==> config.mk <==
export PLATFORM = sky130hd
export DESIGN_NAME = dl_ack_nak_handler
export DESIGN_NICKNAME = d
export VERILOG_FILES = /design/src/rtl/dl_pkg.sv /design/src/rtl/dl_replay_timer.sv /design/src/rtl/dl_ack_nak_handler.sv
export SDC_FILE = /design/constraint.sdc
export NUM_CORES = 1
export LEC_CHECK = 0
export CAP_MARGIN = 15
export CORE_MARGIN = 3
export CORE_UTILIZATION = 45
export DETAILED_ROUTE_END_ITERATION = 12
export MAX_ROUTING_LAYER = met4
export PLACE_DENSITY = 0.79
export SYNTH_ARGS = -nofsm -noshare
export SYNTH_HDL_FRONTEND = slang
export SYNTH_HIERARCHICAL = 1
export SYNTH_SLANG_ARGS = --single-unit
==> constraint.sdc <==
create_clock -name clk -period 8.6 [get_ports clk]
set_input_delay 2.15 -clock clk [delete_from_list [all_inputs] [get_ports clk]]
set_output_delay 2.15 -clock clk [all_outputs]
set_load 0.005 [all_outputs]
==> src/rtl/dl_pkg.sv <==
// Shared Data Link layer definitions.
//   ACK / NAK      : encodings of the dllp_type field
//   SEQ_W          : default sequence-number width (sequence space is modulo 2^SEQ_W)
//   REPLAY_NUM_W   : width of the REPLAY_NUM counter
//   seq_diff()     : modulo subtraction of sequence numbers of a given width
package dl_pkg;

    localparam int   SEQ_W        = 12;
    localparam int   REPLAY_NUM_W = 2;
    localparam logic ACK          = 1'b0;
    localparam logic NAK          = 1'b1;

    // (a - b) mod 2^width. Operands are zero-extended to 32 bits by the caller,
    // so one helper serves any sequence width up to 31 bits.
    function automatic logic [31:0] seq_diff(
        input logic [31:0] a,
        input logic [31:0] b,
        input int          width
    );
        logic [31:0] mask;
        mask = (32'd1 << width) - 32'd1;
        return (a - b) & mask;
    endfunction

endpackage

==> src/rtl/dl_replay_timer.sv <==
// Replay timer for the Ack/Nak handler.
// Ports:
//   clk, rst    : clock, synchronous active-high reset
//   start       : begin timing (count = 0, running = 1) if not already running
//   clear       : count = 0, running = restart_if (highest priority after reset)
//   hold        : keep count at 0 (replay buffer busy), running unchanged
//   restart_if  : running value loaded by clear
//   expire      : count has reached replay_timer_limit-1 while running
//   running     : timer active (registered)
module dl_replay_timer #(
    parameter int timer_width        = 16,
    parameter int replay_timer_limit = 711
) (
    input  logic clk,
    input  logic rst,
    input  logic start,
    input  logic clear,
    input  logic hold,
    input  logic restart_if,
    output logic expire,
    output logic running
);

    localparam logic [timer_width-1:0] LIMIT_M1 = timer_width'(replay_timer_limit - 1);
    localparam logic [timer_width-1:0] CNT_ZERO = {timer_width{1'b0}};
    localparam logic [timer_width-1:0] CNT_ONE  = timer_width'(1);

    logic [timer_width-1:0] count_r;
    logic [timer_width-1:0] count_next_s;
    logic                   running_r;
    logic                   running_next_s;

    // Expiry can only occur with rb_busy low: hold pins the count at zero.
    assign expire  = running_r && (count_r == LIMIT_M1);
    assign running = running_r;

    // Next-state selection: clear > hold > expire > start > count.
    always_comb begin
        count_next_s   = count_r;
        running_next_s = running_r;
        if (clear) begin
            count_next_s   = CNT_ZERO;
            running_next_s = restart_if;
        end else if (hold) begin
            count_next_s   = CNT_ZERO;
            running_next_s = running_r;
        end else if (expire) begin
            count_next_s   = CNT_ZERO;
            running_next_s = 1'b0;
        end else if (start && !running_r) begin
            count_next_s   = CNT_ZERO;
            running_next_s = 1'b1;
        end else if (running_r) begin
            count_next_s   = count_r + CNT_ONE;
            running_next_s = 1'b1;
        end else begin
            count_next_s   = count_r;
            running_next_s = running_r;
        end
    end

    // Timer state register.
    always_ff @(posedge clk) begin
        if (rst) begin
            count_r   <= CNT_ZERO;
            running_r <= 1'b0;
        end else begin
            count_r   <= count_next_s;
            running_r <= running_next_s;
        end
    end

endmodule

==> src/rtl/dl_ack_nak_handler.sv <==
// Data Link TX-side Ack/Nak handler, sitting directly upstream of the replay buffer.
// Validates incoming Ack/Nak sequence numbers against ACKD_SEQ and NEXT_TRANSMIT_SEQ,
// commands the replay buffer (purge / replay / timeout), owns the replay timer and
// the REPLAY_NUM counter, and requests retrain when REPLAY_NUM rolls over.
// Ports:
//   clk, rst             : clock, synchronous active-high reset
//   dllp_valid/type/seq  : decoded, CRC-checked Ack (0) / Nak (1) DLLP strobe
//   next_tx_seq          : NEXT_TRANSMIT_SEQ from the replay buffer
//   tlp_tx_done          : a new TLP was stored and sent
//   rb_busy              : replay buffer is replaying or purging
//   ack_nak_seq_num      : sequence number of the last accepted Ack/Nak
//   ack_forward_progress : purge pulse
//   nak_forward_progress : purge-then-replay pulse
//   time_out             : replay-all pulse on timer expiry
//   acked_seq            : ACKD_SEQ
//   replay_num           : REPLAY_NUM
//   retrain_req          : REPLAY_NUM rolled over 3 -> 0
//   dllp_protocol_error  : out-of-range Ack/Nak sequence number
//   timer_running        : replay timer active
// All outputs are registered: responses appear one cycle after the causing edge.
module dl_ack_nak_handler
    import dl_pkg::*;
#(
    parameter int seq_num_width      = SEQ_W,
    parameter int timer_width        = 16,
    parameter int replay_timer_limit = 711
) (
    input  logic                     clk,
    input  logic                     rst,
    input  logic                     dllp_valid,
    input  logic                     dllp_type,
    input  logic [seq_num_width-1:0] dllp_seq,
    input  logic [seq_num_width-1:0] next_tx_seq,
    input  logic                     tlp_tx_done,
    input  logic                     rb_busy,
    output logic [seq_num_width-1:0] ack_nak_seq_num,
    output logic                     ack_forward_progress,
    output logic                     nak_forward_progress,
    output logic                     time_out,
    output logic [seq_num_width-1:0] acked_seq,
    output logic [REPLAY_NUM_W-1:0]  replay_num,
    output logic                     retrain_req,
    output logic                     dllp_protocol_error,
    output logic                     timer_running
);

    localparam logic [seq_num_width-1:0] SEQ_ZERO = {seq_num_width{1'b0}};
    localparam logic [seq_num_width-1:0] SEQ_ONE  = seq_num_width'(1);
    localparam logic [seq_num_width-1:0] SEQ_ONES = {seq_num_width{1'b1}};
    localparam logic [seq_num_width-1:0] HALF     = {1'b1, {(seq_num_width-1){1'b0}}};
    localparam logic [REPLAY_NUM_W-1:0]  RN_ZERO  = {REPLAY_NUM_W{1'b0}};
    localparam logic [REPLAY_NUM_W-1:0]  RN_ONE   = REPLAY_NUM_W'(1);
    localparam logic [REPLAY_NUM_W-1:0]  RN_MAX   = {REPLAY_NUM_W{1'b1}};

    // Modulo subtraction in this instance's sequence width.
    function automatic logic [seq_num_width-1:0] sub_mod(
        input logic [seq_num_width-1:0] a,
        input logic [seq_num_width-1:0] b
    );
        return seq_num_width'(seq_diff(32'(a), 32'(b), seq_num_width));
    endfunction

    // Registered state and outputs
    logic [seq_num_width-1:0] acked_seq_r;
    logic [seq_num_width-1:0] ack_nak_seq_num_r;
    logic [REPLAY_NUM_W-1:0]  replay_num_r;
    logic                     ack_fp_r;
    logic                     nak_fp_r;
    logic                     time_out_r;
    logic                     retrain_r;
    logic                     proto_err_r;
    logic                     rb_busy_d_r;

    // Combinational decisions
    logic [seq_num_width-1:0] lastsent_s;
    logic [seq_num_width-1:0] dist_hi_s;
    logic [seq_num_width-1:0] dist_lo_s;
    logic                     in_range_s;
    logic                     progress_s;
    logic                     ack_accept_s;
    logic                     nak_accept_s;
    logic                     proto_err_s;
    logic [seq_num_width-1:0] acked_next_s;
    logic [seq_num_width-1:0] ack_nak_next_s;
    logic                     outstanding_s;
    logic                     rb_fall_s;
    logic                     timer_clear_s;
    logic                     timer_restart_s;
    logic                     timer_start_s;
    logic                     timer_expire_s;
    logic                     timer_running_s;
    logic                     time_out_s;
    logic [REPLAY_NUM_W-1:0]  replay_num_next_s;
    logic                     retrain_s;

    // Classify the incoming DLLP: accepted Ack, accepted Nak, or out of range.
    always_comb begin
        lastsent_s   = sub_mod(next_tx_seq, SEQ_ONE);
        dist_hi_s    = sub_mod(lastsent_s, dllp_seq);
        dist_lo_s    = sub_mod(dllp_seq, acked_seq_r);
        in_range_s   = (dist_hi_s < HALF) && (dist_lo_s < HALF);
        progress_s   = (dllp_seq != acked_seq_r);
        ack_accept_s = 1'b0;
        nak_accept_s = 1'b0;
        proto_err_s  = 1'b0;
        if (dllp_valid) begin
            if (!in_range_s) begin
                proto_err_s = 1'b1;
            end else if ((dllp_type == NAK) && !rb_busy) begin
                nak_accept_s = 1'b1;
            end else if (progress_s) begin
                // Ack, or a Nak arriving mid-replay: purge only, never a second replay.
                ack_accept_s = 1'b1;
            end else begin
                ack_accept_s = 1'b0;
            end
        end else begin
            proto_err_s = 1'b0;
        end
    end

    // Next ACKD_SEQ, timer commands and REPLAY_NUM update.
    always_comb begin
        acked_next_s   = acked_seq_r;
        ack_nak_next_s = ack_nak_seq_num_r;
        if (ack_accept_s || nak_accept_s) begin
            acked_next_s   = dllp_seq;
            ack_nak_next_s = dllp_seq;
        end else begin
            acked_next_s   = acked_seq_r;
            ack_nak_next_s = ack_nak_seq_num_r;
        end

        // Outstanding is judged against the post-update ACKD_SEQ; next_tx_seq
        // already reflects any TLP completing this cycle.
        outstanding_s   = (lastsent_s != acked_next_s);
        rb_fall_s       = rb_busy_d_r && !rb_busy;
        timer_clear_s   = ack_accept_s || nak_accept_s || rb_fall_s;
        timer_restart_s = outstanding_s && !nak_accept_s;
        timer_start_s   = tlp_tx_done && !rb_busy;

        // An accepted Ack or Nak in the expiry cycle takes precedence over time_out.
        time_out_s = timer_expire_s && !ack_accept_s && !nak_accept_s;

        replay_num_next_s = replay_num_r;
        retrain_s         = 1'b0;
        if (ack_accept_s) begin
            replay_num_next_s = RN_ZERO;
        end else if (nak_accept_s && progress_s) begin
            replay_num_next_s = RN_ONE;
        end else if (nak_accept_s || time_out_s) begin
            replay_num_next_s = replay_num_r + RN_ONE;
            retrain_s         = (replay_num_r == RN_MAX);
        end else begin
            replay_num_next_s = replay_num_r;
        end
    end

    dl_replay_timer #(
        .timer_width        (timer_width),
        .replay_timer_limit (replay_timer_limit)
    ) u_replay_timer (
        .clk        (clk),
        .rst        (rst),
        .start      (timer_start_s),
        .clear      (timer_clear_s),
        .hold       (rb_busy),
        .restart_if (timer_restart_s),
        .expire     (timer_expire_s),
        .running    (timer_running_s)
    );

    // State and output registers.
    always_ff @(posedge clk) begin
        if (rst) begin
            acked_seq_r       <= SEQ_ONES;
            ack_nak_seq_num_r <= SEQ_ZERO;
            replay_num_r      <= RN_ZERO;
            ack_fp_r          <= 1'b0;
            nak_fp_r          <= 1'b0;
            time_out_r        <= 1'b0;
            retrain_r         <= 1'b0;
            proto_err_r       <= 1'b0;
            rb_busy_d_r       <= 1'b0;
        end else begin
            acked_seq_r       <= acked_next_s;
            ack_nak_seq_num_r <= ack_nak_next_s;
            replay_num_r      <= replay_num_next_s;
            ack_fp_r          <= ack_accept_s;
            nak_fp_r          <= nak_accept_s;
            time_out_r        <= time_out_s;
            retrain_r         <= retrain_s;
            proto_err_r       <= proto_err_s;
            rb_busy_d_r       <= rb_busy;
        end
    end

    assign ack_nak_seq_num      = ack_nak_seq_num_r;
    assign ack_forward_progress = ack_fp_r;
    assign nak_forward_progress = nak_fp_r;
    assign time_out             = time_out_r;
    assign acked_seq            = acked_seq_r;
    assign replay_num           = replay_num_r;
    assign retrain_req          = retrain_r;
    assign dllp_protocol_error  = proto_err_r;
    assign timer_running        = timer_running_s;

endmodule

==> summary.txt <==
Worst setup path
  – CP dominant cell by count: a21oi_1
  – Arrival time worst endpoint: 6.55 ns
  – R2R Path End: u_replay_timer/running$_SDFFE_PP0P_
  – Worst Path Required: 8.77 ns
  – Slowest CP cell: o21ai_0
  – Worst path max stage delay: 0.52 ns
  – CP Capture Type: register
  – Delay-heaviest family, CP: compound AO/OA/AOI/OAI gates
  – WP buf/inv: 2
  – Register-to-Register Path Depth: 14
  – Reg-to-Reg Start: acked_seq[9]$_SDFF_PP1_
  – CP Class: in -> reg
  – Worst path cell trace: clkdlybuf4s50_1 -> inv_1 -> ha_1 -> nand2b_1 -> nor4_1 -> xor2_1 -> ha_1 -> a21oi_1 -> a21oi_1 -> nor3_1 -> o221ai_1 -> o21ai_0 -> a21o_1 -> nand3_2 -> nor4_1 -> a21oi_1 -> nand3b_1 -> o41ai_1
  – Worst R2R Setup Slack: 4.75 ns
  – CP max FO: 11
  – Startpoint Class: input port

Power
  – VDD IR max: 0.112 mV
  – PwrDens: 145 nW/µm²
  – Pleak: 1.64 nW
  – Total power: 0.564 mW

Finish
  – ANT cells: 0
  – Area of the multi-input gates: 1960 µm²
  – Reg area: 981 µm²
  – Layout cells sized above 1: 6.00%
  – NumNets Final: 487
  – Synth-to-layout area growth: 24.2%
  – Fillers: 563

Synthesis
  – Synth Instances: 376
  – Synth top area share: 31.3%
  – Post-synthesis sequential area ratio: 31.3%
  – FFs w/ async S/R, synth: 0%
  – Most area-consuming cells after synthesis: dfxtp_1 (31%), ha_1 (10%), nand2_1 (5.3%)
  – Post-synth top area cell: dfxtp_1
  – Post-Syn Area per Cell: 8.34 µm²
  – Post-synth cell types: 62
  – Syn nets: 431
  – Commonest cells in the netlist: dfxtp_1 (49), nand2_1 (44), inv_1 (32), nor2_1 (28), ha_1 (25)
  – Yosys reg bits: 49
  – Top_reg_cell synth: dfxtp_1
  – YS warnings: 6
  – Post-Synthesis Cell Area: 3130 µm²
  – Post-synth EDFFs: 0
  – Most frequent cell after synthesis: dfxtp_1

Clock network
  – CTS resizes: 0
  – Hold buffer count at cts: 0
  – Clk buf depth: 2
  – Number of H-tree levels: 2
  – Post-CTS Setup Bufs: 0
  – Worst skew pair latency: 0.31 ns
  – TritonCTS Buffers: 5
  – CTS Root Cell: clkbuf_8
  – CTS tree: built
  – Reg clk slew, reported paths: 0.08 ns
  – Clk sinks: 49

STA
  – Period utilization: 74.2%
  – FMAX: 0.157 GHz
  – WHS: 0.454 ns
  – Max-slew violations: 0
  – Final setup viols: 0
  – Unrepaired setup endpoints after global routing: no
  – Final hold violation count: 0
  – Worst-Margin Slew: 1.03 ns
  – Clock skew: 0.0140 ns
  – Fin crit period: 6.38 ns
  – Setup tns final: 0 ns
  – Slew HR: 31.2%

Routing
  – Vias per cell: 5.59
  – Wire per inst: 15.5 µm
  – Drt initial violations: 264
  – Final antenna-violating net count: 0
  – Via count: 2853
  – DRC: 0
  – Detailed Routing Iterations Pass 1: 4
  – Routed WL: 7890 µm

Place
  – Gp weighted congestion: 0.864
  – PortBufs: 61
  – DPL Wire Length: 6050 µm

Worst hold path
  – Worst Hold Depth: 2
  – Hold Crit Start: ack_nak_seq_num[4]$_SDFFE_PP0P_
  – Worst Hold Path EP: ack_nak_seq_num[4]$_SDFFE_PP0P_
  – Worst Hold Class: reg -> reg

Floorplanning
  – Initial Util: 48.0%
  – Core ar.: 6530 µm²
  – Die extent in y: 89.5 µm
  – Rows: 29
  – Die Area: 8000 µm²
  – Die width: 89.5 µm
  – IO Count: 62

Global route
  – Largest net degree at the start of global routing: 28
  – First-pass GRT wire length: 13100 µm
  – GRT overflow: 0
  – Vias in the first global route: 2808
  – Global-route usage over all layers: 21.8%
  – Initial antenna violation count: 0

Job
  – Max-Cap Viols: 0

Run status
  – Status: completed
[through the flow]
step / std cells / utilization [%] / setup slack, ns / cell area, µm²
after floorplan: 376 / - / 3.07 / 3130
after global placement: 502 / 57.8 / 2.05 / 3770
after detailed placement: 502 / 57.8 / 1.98 / 3770
after CTS: 510 / 59.6 / 2.26 / 3890
after global routing: 510 / 59.6 / 1.69 / 3890
final: 510 / 59.6 / 2.22 / 3890
[layout by cell type (no fill, tap or decap), drive strengths merged, types with 2 or more instances in the layout]
| cell type | netlist | layout |
|---|---|---|
| nor4 | 7 | 7 |
| o311ai | 3 | 3 |
| o21a | 2 | 2 |
| or4 | 2 | 2 |
| xor2 | 15 | 15 |
| nand3b | 2 | 2 |
| ha | 25 | 25 |
| clkbuf | 4 | 6 |
| xnor2 | 17 | 17 |
| dfxtp | 49 | 49 |
| a21oi | 26 | 26 |
| nand2b | 3 | 3 |
| nand4 | 13 | 13 |
| clkdlybuf4s50 | 0 | 61 |
| inv | 32 | 32 |
| and3 | 8 | 8 |
| o22ai | 5 | 5 |
| nand3 | 17 | 17 |
| nand2 | 46 | 46 |
| a211oi | 3 | 3 |
| or3 | 3 | 3 |
| nor2 | 28 | 28 |
| a31oi | 2 | 2 |
| o211ai | 4 | 4 |
| nor2b | 5 | 5 |
| o21ai | 9 | 9 |
| and2 | 2 | 2 |
| mux2i | 6 | 6 |
| a21o | 5 | 5 |
| nor3 | 7 | 7 |
| o31ai | 2 | 2 |
[cells by family after synthesis]
family                   synth area share [%]
AND/OR/NAND/NOR                          25.9
XOR/XNOR                                 9.18
multiplexers                             2.40
AO/OA/AOI/OAI                            15.2
flip-flops                               31.3
adder cells (fa/ha/maj)                  9.98
buffers and inverters                    6.03
[flip-flops by register name, indices dropped and copies added (netlist names)]
name,cells
ack_forward_progress,1
acked_seq,12
u_replay_timer/running,1
time_out,1
rb_busy_d_r,1
u_replay_timer/count_r,16
dllp_protocol_error,1
replay_num,2
retrain_req,1
ack_nak_seq_num,12
nak_forward_progress,1
[routing by layer]
metal | GRT usage [%] | wire, µm | vias to the layer above
li1 | - | - | 1442
met2 | 33.8 | 3600 | 85
met4 | 7.58 | 138 | 0
met1 | 28.9 | 3770 | 1310
met3 | 3.32 | 378 | 16
met5 | - | 0 | -
[where the power goes]
group | switching, mW | total [mW] | internal [mW]
clock | 0.0817 | 0.176 | 0.0947
combinational | 0.0713 | 0.140 | 0.0685
sequential | 0.0106 | 0.248 | 0.237
[area by class of cell]
cell class	instances	area share (%)
multi-input cells	283	50.5
flip-flops and latches	49	25.2
repair buffers	61	15.7
inverters	32	3.09
well taps	77	2.48
clock buffers	6	2.12
clock inverters	2	0.964
[how the worst max path moves through the flow]
stage	startpoint	endpoint	slack, ns	depth (start not counted)
after floorplan	next_tx_seq[6]	u_replay_timer/count_r[10]$_SDFFE_PP0P_	3.07	19
after global placement	next_tx_seq[5]	u_replay_timer/running$_SDFFE_PP0P_	2.05	18
after detailed placement	next_tx_seq[0]	u_replay_timer/running$_SDFFE_PP0P_	1.98	18
after CTS	next_tx_seq[5]	u_replay_timer/running$_SDFFE_PP0P_	2.26	18
after global routing	next_tx_seq[0]	u_replay_timer/running$_SDFFE_PP0P_	1.69	18
final	next_tx_seq[0]	u_replay_timer/running$_SDFFE_PP0P_	2.22	18
[worst reg2reg max path, cell delays in order (launching register included)]
cell,delay (ns)
dfxtp_1,0.38
inv_1,0.08
ha_1,0.31
nand3_1,0.11
nor3_1,0.43
a221oi_1,0.24
and3_1,0.26
o221ai_1,0.70
o21ai_0,0.33
nand3_1,0.18
nand3_2,0.08
nor4_1,0.31
a21oi_1,0.12
nand3b_1,0.11
o41ai_1,0.07
(Power assumes the default switching activity.)
